**config.mk**
```make
export PLATFORM = sky130hd
export DESIGN_NAME = hp_bar_renderer
export DESIGN_NICKNAME = d
export VERILOG_FILES = /design/src/rtl/scene_pkg.sv /design/src/rtl/hp_bar_channel.sv /design/src/rtl/hp_bar_renderer.sv
export SDC_FILE = /design/constraint.sdc
export NUM_CORES = 1
export LEC_CHECK = 0
export BUFFER_PORTS_ARGS = -buffer_cell sky130_fd_sc_hd__buf_2
export CAP_MARGIN = 40
export CORE_ASPECT_RATIO = 0.6
export CORE_UTILIZATION = 55
export DETAILED_ROUTE_END_ITERATION = 8
export PLACE_DENSITY = 0.77
export SYNTH_ARGS = -nofsm -noshare
export SYNTH_HDL_FRONTEND = slang
export SYNTH_SLANG_ARGS = --single-unit
```
**constraint.sdc**
```tcl
create_clock -name clk -period 5.6 [get_ports clk]
set_clock_uncertainty 0.05 [all_clocks]
set_input_delay 0.28 -clock clk [delete_from_list [all_inputs] [get_ports clk]]
set_output_delay 0.28 -clock clk [all_outputs]
set_load 0.01 [all_outputs]
```
**src/rtl/scene_pkg.sv**
```systemverilog
// Shared fight-scene definitions: VGA colour constants and fight/option state codes.
package scene_pkg;

    localparam logic [11:0] BLACK  = 12'h000;
    localparam logic [11:0] WHITE  = 12'hfff;
    localparam logic [11:0] GREEN  = 12'h0f0;
    localparam logic [11:0] YELLOW = 12'hff0;
    localparam logic [11:0] RED    = 12'hf00;

    typedef enum logic [2:0] {
        FIGHT_IDLE,
        FIGHT_PLAYER_TURN,
        FIGHT_ENEMY_TURN,
        FIGHT_HP_REDUCING,
        FIGHT_DONE
    } fight_state_e;

    typedef enum logic [1:0] {
        OPT_ATTACK,
        OPT_ITEM,
        OPT_MERCY
    } option_e;

endpackage

```
**src/rtl/hp_bar_channel.sv**
```systemverilog
// One HP bar: displayed-HP register stepping toward a clamped target, plus its pixel hit/colour test.
module hp_bar_channel
    import scene_pkg::*;
#(
    parameter int HP_W   = 8,
    parameter int HP_MAX = 196,
    parameter int BORDER = 2,
    parameter int BAR_H  = 12,
    parameter int STEP   = 1
) (
    input  logic            clk,
    input  logic            rst,
    input  logic [HP_W-1:0] target_hp,
    input  logic            snap,
    input  logic            step_evt,
    input  logic            blink,
    input  logic [9:0]      h_cnt,
    input  logic [9:0]      v_cnt,
    input  logic [9:0]      bar_x,
    input  logic [9:0]      bar_y,
    output logic [HP_W-1:0] disp,
    output logic            busy,
    output logic            hit,
    output logic [11:0]     rgb
);

    localparam int MW = HP_W + 3;
    localparam logic [HP_W-1:0] HP_MAX_V = HP_W'(HP_MAX);
    localparam logic [HP_W-1:0] STEP_V   = HP_W'(STEP);
    localparam logic [9:0]      W_V      = 10'(HP_MAX + 2 * BORDER);
    localparam logic [9:0]      BORDER_V = 10'(BORDER);
    localparam logic [9:0]      BAR_H_V  = 10'(BAR_H);

    logic [HP_W-1:0] disp_q, disp_d, tgt;
    logic [9:0]      rx, ry, fx;
    logic [MW-1:0]   dx;
    logic            in_box, on_border;
    logic [11:0]     fill;

    always_comb begin
        tgt    = (target_hp > HP_MAX_V) ? HP_MAX_V : target_hp;
        disp_d = disp_q;
        // The last partial step lands exactly on the target, so no overshoot or wrap.
        if (snap) begin
            disp_d = tgt;
        end else if (step_evt && (disp_q > tgt)) begin
            disp_d = ((disp_q - tgt) > STEP_V) ? (disp_q - STEP_V) : tgt;
        end else if (step_evt && (disp_q < tgt)) begin
            disp_d = ((tgt - disp_q) > STEP_V) ? (disp_q + STEP_V) : tgt;
        end
    end

    always_ff @(posedge clk or posedge rst) begin
        if (rst) disp_q <= HP_MAX_V;
        else     disp_q <= disp_d;
    end

    // Coordinates left of / above the bar wrap to large values and fall outside the box.
    always_comb begin
        rx        = h_cnt - bar_x;
        ry        = v_cnt - bar_y;
        fx        = rx - BORDER_V;
        dx        = MW'(disp_q);
        in_box    = (rx < W_V) && (ry < BAR_H_V);
        on_border = (rx < BORDER_V) || (rx >= W_V - BORDER_V) ||
                    (ry < BORDER_V) || (ry >= BAR_H_V - BORDER_V);
        if (dx * MW'(2) > MW'(HP_MAX))      fill = GREEN;
        else if (dx * MW'(5) > MW'(HP_MAX)) fill = YELLOW;
        else                                fill = blink ? WHITE : RED;
        hit = in_box;
        rgb = BLACK;
        if (in_box && !on_border) rgb = (fx < 10'(disp_q)) ? fill : WHITE;
    end

    assign disp = disp_q;
    assign busy = (disp_q != tgt);

endmodule

```
**src/rtl/hp_bar_renderer.sv**
```systemverilog
// HP-bar overlay: frame-locked drain/refill of NUM_BARS bars, settle detection, registered pixel output.
module hp_bar_renderer
    import scene_pkg::*;
#(
    parameter int NUM_BARS     = 2,
    parameter int HP_W         = 8,
    parameter int HP_MAX       = 196,
    parameter int BORDER       = 2,
    parameter int BAR_H        = 12,
    parameter int DRAIN_PERIOD = 2,
    parameter int STEP         = 1,
    parameter int TICK_LINE    = 480
) (
    input  logic                     clk,
    input  logic                     rst,
    input  logic [9:0]               h_cnt,
    input  logic [9:0]               v_cnt,
    input  logic [NUM_BARS*HP_W-1:0] target_hp,
    input  logic [NUM_BARS-1:0]      snap,
    input  logic [NUM_BARS*10-1:0]   bar_x,
    input  logic [NUM_BARS*10-1:0]   bar_y,
    output logic [NUM_BARS*HP_W-1:0] disp_hp,
    output logic [NUM_BARS-1:0]      busy,
    output logic                     settled,
    output logic                     pix_hit,
    output logic [11:0]              pix_rgb
);

    localparam int FW = (DRAIN_PERIOD > 1) ? $clog2(DRAIN_PERIOD) : 1;

    logic [9:0]    v_q, v_d;
    logic [FW-1:0] frm_cnt_q, frm_cnt_d;
    logic [4:0]    blink_cnt_q, blink_cnt_d;
    logic          any_busy_q, any_busy_d;
    logic          pix_hit_q, pix_hit_d;
    logic [11:0]   pix_rgb_q, pix_rgb_d;
    logic          tick, step_evt;

    logic [NUM_BARS-1:0] ch_hit;
    logic [11:0]         ch_rgb [NUM_BARS];

    for (genvar g = 0; g < NUM_BARS; g++) begin : g_bar
        hp_bar_channel #(
            .HP_W   (HP_W),
            .HP_MAX (HP_MAX),
            .BORDER (BORDER),
            .BAR_H  (BAR_H),
            .STEP   (STEP)
        ) u_chan (
            .clk       (clk),
            .rst       (rst),
            .target_hp (target_hp[g*HP_W +: HP_W]),
            .snap      (snap[g]),
            .step_evt  (step_evt),
            .blink     (blink_cnt_q[4]),
            .h_cnt     (h_cnt),
            .v_cnt     (v_cnt),
            .bar_x     (bar_x[g*10 +: 10]),
            .bar_y     (bar_y[g*10 +: 10]),
            .disp      (disp_hp[g*HP_W +: HP_W]),
            .busy      (busy[g]),
            .hit       (ch_hit[g]),
            .rgb       (ch_rgb[g])
        );
    end

    always_comb begin
        tick        = (v_cnt == 10'(TICK_LINE)) && (v_q != 10'(TICK_LINE));
        step_evt    = tick && (frm_cnt_q == FW'(DRAIN_PERIOD - 1));
        v_d         = v_cnt;
        frm_cnt_d   = frm_cnt_q;
        blink_cnt_d = blink_cnt_q;
        if (step_evt)  frm_cnt_d = '0;
        else if (tick) frm_cnt_d = frm_cnt_q + FW'(1);
        if (tick) blink_cnt_d = blink_cnt_q + 5'd1;
        any_busy_d = |busy;
        // Walk from the highest index down so the lowest-index hitting bar is the last writer.
        pix_hit_d = 1'b0;
        pix_rgb_d = BLACK;
        for (int i = NUM_BARS - 1; i >= 0; i--) begin
            if (ch_hit[i]) begin
                pix_hit_d = 1'b1;
                pix_rgb_d = ch_rgb[i];
            end
        end
    end

    always_ff @(posedge clk or posedge rst) begin
        if (rst) begin
            v_q         <= '0;
            frm_cnt_q   <= '0;
            blink_cnt_q <= '0;
            any_busy_q  <= 1'b0;
            pix_hit_q   <= 1'b0;
            pix_rgb_q   <= BLACK;
        end else begin
            v_q         <= v_d;
            frm_cnt_q   <= frm_cnt_d;
            blink_cnt_q <= blink_cnt_d;
            any_busy_q  <= any_busy_d;
            pix_hit_q   <= pix_hit_d;
            pix_rgb_q   <= pix_rgb_d;
        end
    end

    assign settled = any_busy_q && !(|busy);
    assign pix_hit = pix_hit_q;
    assign pix_rgb = pix_rgb_q;

endmodule
```
==> flow_summary.yaml <==
pwr:
  total_power_mw: 1.83
  vdd_drop_max_uv: 188
  cellPowerDensity_nw_per_um2: 224
  p_leak_nw: 3.91
die:
  die_h_um: 92.3
  placeableCoreArea_um2: 13100
  start_util_pct: 57.3
  die_w_um: 152
  num_rows: 32
  dieArea_um2: 14100
  ios: 112
synthesis:
  ys_ff_latch: 37
  synth_most_common_cell: "ha_1"
  ys_seq_area_share_pct: 12.5
  netlist_area_um2: 7470
  synth-async-reset-ratio_pct: 100
  yosysWarnings: 0
  synthFlopType: "dfrtp_1"
  yosys.area.top_type: "ha_1"
  synth_edf_count: 0
  synthCells: 970
  syn_area_per_cell_um2: 7.70
  yosysUniqueCellTypes: 86
  synth_nets: 1173
  ys_top_cells_by_area: "ha_1, dfrtp_1, inv_1"
  yosysTopAreaCellShare_pct: 18.9
  yosys-top-cells-count: "ha_1, inv_1, nor2_1"
cts:
  cts_tree: "built"
  h-tree-depth: 2
  cts_max_path_buffers: 2
  cts.hold.buffers_added: 0
  clkSinkCount: 37
  cts-root-buf: "clkbuf_16"
  post_cts_resized: 0
  clk_pin_slew_ns: 0.06
  numCtsBuffers: 5
  insertion_delay_ns: 0.28
  cts_setup_buffers: 0
cells_and_area:
  antennaDiodeCount: 0
  syn2layout_area_growth_pct: 9.56
  drive_above_1_share_pct: 14.0
  nNetsFinal: 1257
  fill_cells: 1164
routing:
  ant_nets: 0
  wl_mm: 20.7
  drtIter0Drc: 788
  post-route-drc-count: 6
  first_pass_iters: 9
  vias_per_cell: 6.27
  vias: 7681
  wl_per_cell_um: 16.9
worst_setup_path:
  crit_chain: "buf_2 > inv_1 > ha_1 > inv_1 > fa_1 > a21o_1 > a21o_1 > o22a_1 > nor3_1 > nor2_1 > or3b_2 > xor2_1 > ha_1 > a2111oi_0 > a21oi_1 > nor2_1 > o21ai_0 > o32ai_1 > o32ai_1"
  arrival_ns: 4.27
  critPathTopFamily: "compound AO/OA/AOI/OAI gates"
  end_kind: "flip-flop"
  path_class: "input pin to flip-flop"
  critPathLaunchType: "input pin"
  critPathMaxStageDelay_ns: 0.49
  critPathBufInv: 3
  cp_slowest_cell: "or3b_2"
  worst-path-max-fanout: 5
  cp.required_ns: 5.70
timing:
  worst_slew_pin_slew_ns: 0.951
  min_period_ns: 4.17
  slew_headroom_pct: 36.0
  rsz0062_at_grt: "false"
  tns_ns: 0
  fmax_ghz: 0.240
  min_period_over_period_pct: 74.4
  timing.final.ws_setup_ns: 1.43
  drv_slew: 0
  setup_violations: 0
  hold_viol_final: 0
grt:
  grt_pass1_wl_mm: 33.4
  gr-total-overflow: 0
  antenna_found_initial: 0
  grt_usage_pct: 29.2
  grt_max_degree: 38
  grt_pass1_vias: 6611
job:
  cap_violations: 0
place:
  gp_congestion: 1.01
  portBuffers: 111
  dp_slack_ns: 1.22
  dpl.hpwl_mm: 16.8
run_status:
  status: "finished, violations left"
  violations: "design-rule violations"
min_path:
  min_path_type: "input pin to asynchronous set/reset pin"
-- routing by layer --
| metal | track usage (%) | wire length, um | vias to the layer above |
|---|---|---|---|
| li1 | - | - | 3755 |
| met1 | 47.1 | 10500 | 3575 |
| met2 | 40.8 | 8080 | 333 |
| met3 | 4.02 | 1960 | 18 |
| met4 | 3.62 | 110 | 0 |
| met5 | 0 | 0 | - |
-- power breakdown --
part           internal (mW)  total (mW)  switching (mW)
Clock                  0.163       0.272           0.109
Combinational          0.498        1.20           0.701
Sequential             0.295       0.360          0.0647
-- worst reg2reg max path: stages, from the launching register on --
cell and delay, ns:
dfrtp_1 0.60, inv_1 0.21, ha_1 0.28, fa_1 0.40
nand2b_1 0.19, a211oi_1 0.27, o21ai_0 0.22, nand4bb_1 0.30
or2_1 0.42, and3_1 0.22, or4_1 0.52, o21ai_1 0.19
-- sequential cells by signal (all words and copies together) (netlist names) --
name	count
blink_cnt_q	5
frm_cnt_q	1
v_q	10
g_bar.u_chan.disp	16
any_busy_q	1
pix_hit	1
pix_rgb	3
-- final timing paths --
| path | slack (ns) | from | end | cells after the start |
|---|---|---|---|---|
| setup / recovery | 1.43 | h_cnt[0] | pix_rgb[3]$_DFF_PP0_ | 19 |
| hold / removal | 0.07 | rst | g_bar[0].u_chan.disp[0]$_DFFE_PP0P_ | 3 |
| setup reg to reg | 1.66 | g_bar[0].u_chan.disp[0]$_DFFE_PP0P_ | g_bar[0].u_chan.disp[3]$_DFFE_PP0P_ | 11 |
| hold reg to reg | 0.42 | blink_cnt_q[3]$_DFFE_PP0P_ | blink_cnt_q[3]$_DFFE_PP0P_ | 1 |
| max in group asynchronous | 5.05 | rst | g_bar[0].u_chan.disp[6]$_DFFE_PP1P_ | 3 |
| min in group clk | 0.08 | v_cnt[0] | v_q[0]$_DFF_PP0_ | 1 |
-- layout by cell type (no fill, tap or decap), types with 9 or more instances in the layout --
master | netlist | final
xor2_1 | 20 | 20
inv_1 | 105 | 105
o21a_1 | 13 | 13
nand3_1 | 32 | 32
and3_1 | 10 | 10
buf_2 | 7 | 111
nor2b_1 | 19 | 19
o2111ai_1 | 9 | 9
a21o_1 | 27 | 27
nor4_1 | 11 | 11
o21ai_0 | 40 | 40
nand2b_1 | 17 | 17
ha_1 | 113 | 113
nor3_1 | 30 | 30
nand2_1 | 53 | 53
a21oi_1 | 60 | 60
o31ai_1 | 10 | 10
nand4_1 | 12 | 12
dfrtp_1 | 31 | 31
a21boi_0 | 9 | 9
nor2_1 | 67 | 67
xnor2_1 | 31 | 31
fa_1 | 10 | 10
a211oi_1 | 13 | 13
o211ai_1 | 16 | 16
a31oi_1 | 13 | 13
-- layout make-up --
class,instances,area [um^2],share of cell area (%)
Tap cell,170,213,2.60
Inverter,105,394,4.81
Sequential cell,37,933,11.4
Timing Repair Buffer,113,571,6.97
Clock buffer,6,129,1.57
Clock inverter,2,10.0,0.122
Multi-Input combinational cell,792,5940,72.5
-- per-stage QoR --
stage / cells / hold slack [ns] / instance area (um^2) / utilization, %
after floorplan: 970 / 0.261 / 7470 / -
after global placement: 1217 / 0.361 / 8050 / 61.7
after detailed placement: 1217 / 0.366 / 8050 / 61.7
after CTS: 1225 / 0.0744 / 8190 / 62.7
after global routing: 1225 / 0.0830 / 8190 / 62.7
final: 1225 / 0.0745 / 8190 / 62.7
-- kinds of logic after synthesis --
kind of cell               synth area share (%)
DFF                                        12.5
xor gates and xnor gates                   5.98
muxes                                      1.41
and+or+nand+nor                            22.1
buffers and inverters                      8.05
AOI/OAI and AO/OA                          28.4
adders and majority gates                  21.6
(Power assumes the default switching activity.)
